$ cat src/rtl/wb_trace_uart_if.sv
// Trace-port bundle between the MIPS write-back stage and the trace UART.
// The core side is the master; the trace unit is the slave.
interface wb_trace_uart_if #(
  parameter int FIFO_DEPTH = 8
);
  localparam int CNT_W = $clog2(FIFO_DEPTH) + 1;

  logic [5:0]       P_C;
  logic             REG_WR;
  logic [4:0]       DIR_WRA;
  logic [31:0]      DI_banco;
  logic             tx;
  logic             busy;
  logic [CNT_W-1:0] fifo_count;
  logic             overflow;
  logic [7:0]       drop_count;

  modport master (
    output P_C, REG_WR, DIR_WRA, DI_banco,
    input  tx, busy, fifo_count, overflow, drop_count
  );

  modport slave (
    input  P_C, REG_WR, DIR_WRA, DI_banco,
    output tx, busy, fifo_count, overflow, drop_count
  );
endinterface

$ cat src/rtl/wb_trace_uart.sv
// Write-back trace observer: buffers {PC, rd, data} records in a small FIFO and
// streams each record as a 7-byte 8N1 UART frame. It never stalls the core.
module wb_trace_uart #(
  parameter int CLKS_PER_BIT = 868,
  parameter int FIFO_DEPTH   = 8
) (
  input logic            reloj,
  input logic            reset,
  wb_trace_uart_if.slave bus
);
  localparam int PTR_W  = $clog2(FIFO_DEPTH);
  localparam int CNT_W  = PTR_W + 1;
  localparam int BAUD_W = $clog2(CLKS_PER_BIT);
  localparam int REC_W  = 43;
  localparam logic [CNT_W-1:0]  FULL      = CNT_W'(FIFO_DEPTH);
  localparam logic [BAUD_W-1:0] BAUD_LAST = BAUD_W'(CLKS_PER_BIT - 1);

  typedef enum logic [1:0] {IDLE, START, DATA, STOP} state_e;

  logic [REC_W-1:0]  mem_q [FIFO_DEPTH];
  logic [PTR_W-1:0]  wrPtr_q, wrPtr_d, rdPtr_q, rdPtr_d;
  logic [CNT_W-1:0]  count_q, count_d;
  logic              overflow_q, overflow_d;
  logic [7:0]        dropCount_q, dropCount_d;
  state_e            state_q, state_d;
  logic [REC_W-1:0]  frame_q, frame_d;
  logic [2:0]        byteIdx_q, byteIdx_d;
  logic [2:0]        bitIdx_q, bitIdx_d;
  logic [BAUD_W-1:0] baud_q, baud_d;
  logic              tx_q, tx_d;
  logic              pop;
  logic              pushAccept;
  logic              fifoEmpty;
  logic              baudDone;
  logic [7:0]        txByte;

  function automatic logic [7:0] frameByte(input logic [REC_W-1:0] rec, input logic [2:0] idx);
    case (idx)
      3'd0:    frameByte = 8'hA5;
      3'd1:    frameByte = {2'b00, rec[42:37]};
      3'd2:    frameByte = {3'b000, rec[36:32]};
      3'd3:    frameByte = rec[31:24];
      3'd4:    frameByte = rec[23:16];
      3'd5:    frameByte = rec[15:8];
      default: frameByte = rec[7:0];
    endcase
  endfunction

  assign fifoEmpty = (count_q == '0);
  assign baudDone  = (baud_q == BAUD_LAST);

  always_comb begin
    state_d   = state_q;
    frame_d   = frame_q;
    byteIdx_d = byteIdx_q;
    bitIdx_d  = bitIdx_q;
    baud_d    = baud_q;
    pop       = 1'b0;
    tx_d      = 1'b1;

    if (state_q != IDLE) begin
      baud_d = baudDone ? '0 : baud_q + 1'b1;
    end

    case (state_q)
      IDLE: begin
        if (!fifoEmpty) begin
          pop     = 1'b1;
          state_d = START;
        end
      end
      START: begin
        if (baudDone) begin
          state_d  = DATA;
          bitIdx_d = '0;
        end
      end
      DATA: begin
        if (baudDone) begin
          if (bitIdx_q == 3'd7) state_d = STOP;
          else                  bitIdx_d = bitIdx_q + 1'b1;
        end
      end
      STOP: begin
        // After the last byte, chain straight into the next frame if one is waiting
        if (baudDone) begin
          if (byteIdx_q != 3'd6) begin
            byteIdx_d = byteIdx_q + 1'b1;
            state_d   = START;
          end else if (!fifoEmpty) begin
            pop     = 1'b1;
            state_d = START;
          end else begin
            state_d = IDLE;
          end
        end
      end
      default: state_d = IDLE;
    endcase

    if (pop) begin
      frame_d   = mem_q[rdPtr_q];
      byteIdx_d = '0;
      baud_d    = '0;
    end

    // tx is computed from next-state values so the registered line changes on the transition edge
    txByte = frameByte(frame_d, byteIdx_d);
    case (state_d)
      START:   tx_d = 1'b0;
      DATA:    tx_d = txByte[bitIdx_d];
      default: tx_d = 1'b1;
    endcase
  end

  always_comb begin
    pushAccept  = bus.REG_WR && ((count_q != FULL) || pop);
    wrPtr_d     = pushAccept ? wrPtr_q + 1'b1 : wrPtr_q;
    rdPtr_d     = pop ? rdPtr_q + 1'b1 : rdPtr_q;
    count_d     = count_q;
    overflow_d  = overflow_q;
    dropCount_d = dropCount_q;

    if (pushAccept && !pop)      count_d = count_q + 1'b1;
    else if (!pushAccept && pop) count_d = count_q - 1'b1;

    if (bus.REG_WR && !pushAccept) begin
      overflow_d = 1'b1;
      if (dropCount_q != 8'hFF) dropCount_d = dropCount_q + 1'b1;
    end
  end

  always_ff @(posedge reloj) begin
    if (reset) begin
      state_q     <= IDLE;
      frame_q     <= '0;
      byteIdx_q   <= '0;
      bitIdx_q    <= '0;
      baud_q      <= '0;
      tx_q        <= 1'b1;
      wrPtr_q     <= '0;
      rdPtr_q     <= '0;
      count_q     <= '0;
      overflow_q  <= 1'b0;
      dropCount_q <= '0;
    end else begin
      state_q     <= state_d;
      frame_q     <= frame_d;
      byteIdx_q   <= byteIdx_d;
      bitIdx_q    <= bitIdx_d;
      baud_q      <= baud_d;
      tx_q        <= tx_d;
      wrPtr_q     <= wrPtr_d;
      rdPtr_q     <= rdPtr_d;
      count_q     <= count_d;
      overflow_q  <= overflow_d;
      dropCount_q <= dropCount_d;
    end
  end

  // Storage needs no reset; the pointers and count decide what is valid
  always_ff @(posedge reloj) begin
    if (pushAccept && !reset) begin
      mem_q[wrPtr_q] <= {bus.P_C, bus.DIR_WRA, bus.DI_banco};
    end
  end

  assign bus.tx         = tx_q;
  assign bus.busy       = (state_q != IDLE);
  assign bus.fifo_count = count_q;
  assign bus.overflow   = overflow_q;
  assign bus.drop_count = dropCount_q;
endmodule

$ cat src/flat_wrapper.sv
// flat-port wrapper written by rule: the top's interface ports become plain ports
module wb_trace_uart_flat 
#(
  parameter int CLKS_PER_BIT = 868,
  parameter int FIFO_DEPTH   = 8
)
  (reloj, reset, bus_P_C, bus_REG_WR, bus_DIR_WRA, bus_DI_banco, bus_tx, bus_busy, bus_fifo_count, bus_overflow, bus_drop_count);
  wb_trace_uart_if #(.FIFO_DEPTH(FIFO_DEPTH)) bus_i ();
  input logic reloj;
  input logic reset;
  input wire logic [$bits(bus_i.P_C)-1:0] bus_P_C;
  input wire logic [$bits(bus_i.REG_WR)-1:0] bus_REG_WR;
  input wire logic [$bits(bus_i.DIR_WRA)-1:0] bus_DIR_WRA;
  input wire logic [$bits(bus_i.DI_banco)-1:0] bus_DI_banco;
  output wire logic [$bits(bus_i.tx)-1:0] bus_tx;
  output wire logic [$bits(bus_i.busy)-1:0] bus_busy;
  output wire logic [$bits(bus_i.fifo_count)-1:0] bus_fifo_count;
  output wire logic [$bits(bus_i.overflow)-1:0] bus_overflow;
  output wire logic [$bits(bus_i.drop_count)-1:0] bus_drop_count;
  assign bus_i.P_C = bus_P_C;
  assign bus_i.REG_WR = bus_REG_WR;
  assign bus_i.DIR_WRA = bus_DIR_WRA;
  assign bus_i.DI_banco = bus_DI_banco;
  assign bus_tx = bus_i.tx;
  assign bus_busy = bus_i.busy;
  assign bus_fifo_count = bus_i.fifo_count;
  assign bus_overflow = bus_i.overflow;
  assign bus_drop_count = bus_i.drop_count;
  wb_trace_uart #(.CLKS_PER_BIT(CLKS_PER_BIT), .FIFO_DEPTH(FIFO_DEPTH)) u_core (.reloj(reloj), .reset(reset), .bus(bus_i));
endmodule
$ cat config.mk
export PLATFORM = sky130hd
export DESIGN_NAME = wb_trace_uart_flat
export DESIGN_NICKNAME = d
export VERILOG_FILES = /design/src/rtl/wb_trace_uart_if.sv /design/src/rtl/wb_trace_uart.sv /design/src/flat_wrapper.sv
export SDC_FILE = /design/constraint.sdc
export NUM_CORES = 1
export LEC_CHECK = 0
export ABC_AREA = 1
export BUFFER_PORTS_ARGS = -buffer_cell sky130_fd_sc_hd__clkbuf_2
export CAP_MARGIN = 40
export CORE_MARGIN = 2
export CORE_UTILIZATION = 35
export DETAILED_ROUTE_END_ITERATION = 16
export GPL_ROUTABILITY_DRIVEN = 0
export PLACE_DENSITY = 0.47
export SETUP_SLACK_MARGIN = 0.1
export SYNTH_ARGS = -nofsm -noshare
export SYNTH_HDL_FRONTEND = slang
export SYNTH_SLANG_ARGS = --single-unit
export TNS_END_PERCENT = 50
$ cat constraint.sdc
create_clock -name reloj -period 16.27 [get_ports reloj]
set_input_delay 2.4405 -clock reloj [delete_from_list [all_inputs] [get_ports reloj]]
set_output_delay 2.4405 -clock reloj [all_outputs]
set_load 0.02 [all_outputs]
==> reports/qor.yml <==
status:
  status: "finished, final reports clean"
final_layout:
  fillCellCount: 4868
  antennaDiodeCount: 0
  regArea_mm2: 0.0120
  syn2layout_area_growth_pct: 14.4
  multi_input_area_mm2: 0.00493
  final_nets: 1713
  drive_gt1_share_pct: 11.8
setup_path:
  slowest_delay_ns: 0.63
  critPathSlowestCell: "nor2_4"
  reg2reg_from: "u_core.state_q[1]"
  end_kind: "flop"
  reg2regPathDepth: 14
  critPathMostFrequentCell: "buf_4"
  reg2reg_to: "u_core.mem_q[7][3]"
  startpoint_type: "primary input"
  cp_cell_sequence: "clkbuf_2 -> buf_4 -> nor2_1 -> nand2_1 -> nor2_4 -> buf_4"
  cp_max_fo: 62
  arrival_ns: 4.51
  crit_type: "in -> reg"
  critical-path-top-delay-family: "simple AND/OR/NAND/NOR gates"
  r2r_slack_ns: 12.20
  critPathBufInv: 3
  critPathRequiredTime_ns: 16.49
detailed_routing:
  initialDrtViolationCount: 762
  ant_nets: 0
  routedWlPerCell_um: 18.3
  drt_first_pass_iters: 5
  vias: 11600
  wl_mm: 43.3
  vias_per_cell: 4.92
  drc_errors: 0
place:
  port_buffers: 60
  dpl.hpwl_mm: 23.2
cts:
  post_cts_resize_count: 0
  hold_buffers: 0
  h-tree-depth: 2
  clock-sinks: 428
  clk_pin_slew_worst_paths_ns: 0.06
  clockBufferDepth: 3
  cts_tree: "yes"
  numCtsBuffers: 47
  post_cts_buffers: 0
  root_buffer: "clkbuf_16"
  clock_latency_ns: 0.59
global_routing:
  grt_usage_pct: 16.6
  grt_antenna_before_repair: 0
  grt_max_degree: 85
  busiest_layer: "met2"
  gr-total-overflow: 0
  grt.met3_usage_pct: 2.67
  met1_usage_pct: 23.0
  grt_pass1_vias: 11400
  grt_pass1_wl_mm: 67.2
  use_met2_pct: 26.8
sta:
  tightestPinTransition_ns: 0.842
  slew_headroom_pct: 43.9
  period_share_pct: 26.4
  fin_setup_tns_ns: 0
  finalHoldViolCount: 0
  fin_crit_ns: 4.30
  rsz0062_at_grt: "false"
  report.final.setup_viol: 0
  drv_slew: 0
  skew_ns: 0.0238
  maxClockFrequency_mhz: 233
synthesis:
  synth_flop_cell: "edfxtp_1"
  synth.net_count: 1665
  synth.distinct_cells: 49
  ys_ff_latch: 428
  syn_avg_cell_area_um2: 11.0
  yosys.area.top_type_share_pct: 58.6
  yosys.area.top_type: "edfxtp_1"
  synth_area_leaders: "edfxtp_1, dfxtp_1, nor2_1"
  netlist_area_mm2: 0.0176
  yosysSeqAreaShare_pct: 68.2
  synth_most_common_cell: "edfxtp_1"
  synth_edf_count: 344
  async_flop_share_pct: 0
  synthCells: 1603
  ys_warn_count: 0
  synth_common_cells: "edfxtp_1, nor2_1, nand2_1, o21ai_0, dfxtp_1"
pwr:
  max-vdd-ir-drop_mv: 0.0716
  pwr_density_cell_mw_per_mm2: 157
  p_leak_nw: 7.11
  power.total_mw: 3.17
floorplanning:
  die_h_um: 228
  core-area_mm2: 0.0500
  die_w_um: 228
  initial_utilization_pct: 35.3
  pin_count: 61
  die-area_mm2: 0.0522
  rows: 82
worst_hold_path:
  hold_path_class: "reg -> reg"
  min_path_cells: 2
  min-delay-start: "u_core.rdPtr_q[2]"
run:
  drv_cap: 0
## cells in the final DEF, fill, tap and decap left out, types with 6 or more instances in the layout
cell / instances
edfxtp_1: 344
nor2_1: 300
nand2_1: 218
o21ai_0: 194
dfxtp_1: 81
inv_1: 80
nand3_1: 71
clkbuf_2: 60
clkbuf_16: 48
o22ai_1: 45
a21oi_1: 35
clkbuf_1: 19
buf_4: 19
o21ai_1: 18
o211ai_1: 18
ha_1: 15
nor2_4: 10
xor2_1: 8
clkinv_2: 8
nand2_2: 7
o21ai_2: 6
nor3_1: 6
clkinv_1: 6
o221ai_1: 6
## how the worst max path moves through the flow
stage / end / slack [ns] / from / depth (start not counted)
CTS: u_core.mem_q[7][6] / 11.92 / reset / 6
detailed placement: u_core.mem_q[7][25] / 11.30 / reset / 6
finish: u_core.mem_q[7][3] / 11.97 / reset / 6
floorplan: u_core.mem_q[6][0] / 9.90 / bus_REG_WR / 6
global route: u_core.mem_q[7][3] / 11.79 / u_core.state_q[1] / 14
global placement: u_core.mem_q[7][40] / 11.30 / reset / 6
## logic make-up after synthesis
| group | share of synthesized area (%) |
|---|---|
| and+or+nand+nor | 15.2 |
| DFF | 68.2 |
| buffers and inverters | 4.13 |
| xor gates and xnor gates | 0.497 |
| adders and majority gates | 1.18 |
| AOI/OAI and AO/OA | 10.8 |
| muxes | 0.114 |
## worst reg2reg max path, cell delays in order (launching register included)
cell and delay, ns:
dfxtp_1 0.41, ha_1 0.30, inv_1 0.10, nor2_1 0.18, nand4_2 0.17, nand2_2 0.12
nand2_4 0.30, nand4_1 0.24, inv_1 0.07, nor2_2 0.15, inv_1 0.11, nor2_1 0.13
nand2_1 0.24, nor2_4 0.63, buf_4 0.56
## through the flow
step	hold WS, ns	instance area, um2	setup slack, ns	cells	utilization (%)
2_1_floorplan	0.433	17600	9.90	1603	-
3_3_place_gp	0.437	18600	11.30	2270	37.2
3_5_place_dp	0.450	18700	11.30	2274	37.4
4_1_cts	0.460	20200	11.92	2361	40.3
5_1_grt	0.491	20200	11.79	2361	40.3
6_report	0.463	20200	11.97	2361	40.3
## report_power, final
group	leakage [nW]	switching [mW]	internal, mW
logic	2.59	0.591	0.248
registers	3.80	0.0344	1.27
clock network	0.725	0.434	0.594
total	7.11	1.06	2.11
## metal layers
layer	up-vias	part of all wire [%]
met4	0	2.4
met5	-	0
met3	64	4.1
met1	5615	47
met2	231	46
li1	5698	-
## sequential cells by signal (all words and copies together) (netlist names), named ones only
name / cells
u_core.bitIdx_q: 3
u_core.state_q: 2
u_core.mem_q: 344
u_core.baud_q: 10
u_core.bus.drop_count: 8
u_core.bus.fifo_count: 4
u_core.byteIdx_q: 3
u_core.rdPtr_q: 3
u_core.wrPtr_q: 3
u_core.bus.overflow: 1
u_core.bus.tx: 1
u_core.frame_q: 43
## final cells by class
cell class	count	share of cell area (%)
Inverter	87	1.64
Multi-Input combinational cell	1004	24.5
Clock buffer	70	6.52
Tap cell	672	4.17
Sequential cell	428	59.6
Clock inverter	17	0.857
Timing Repair Buffer	83	2.74
Note: power is estimated with default switching activity, not from simulation.
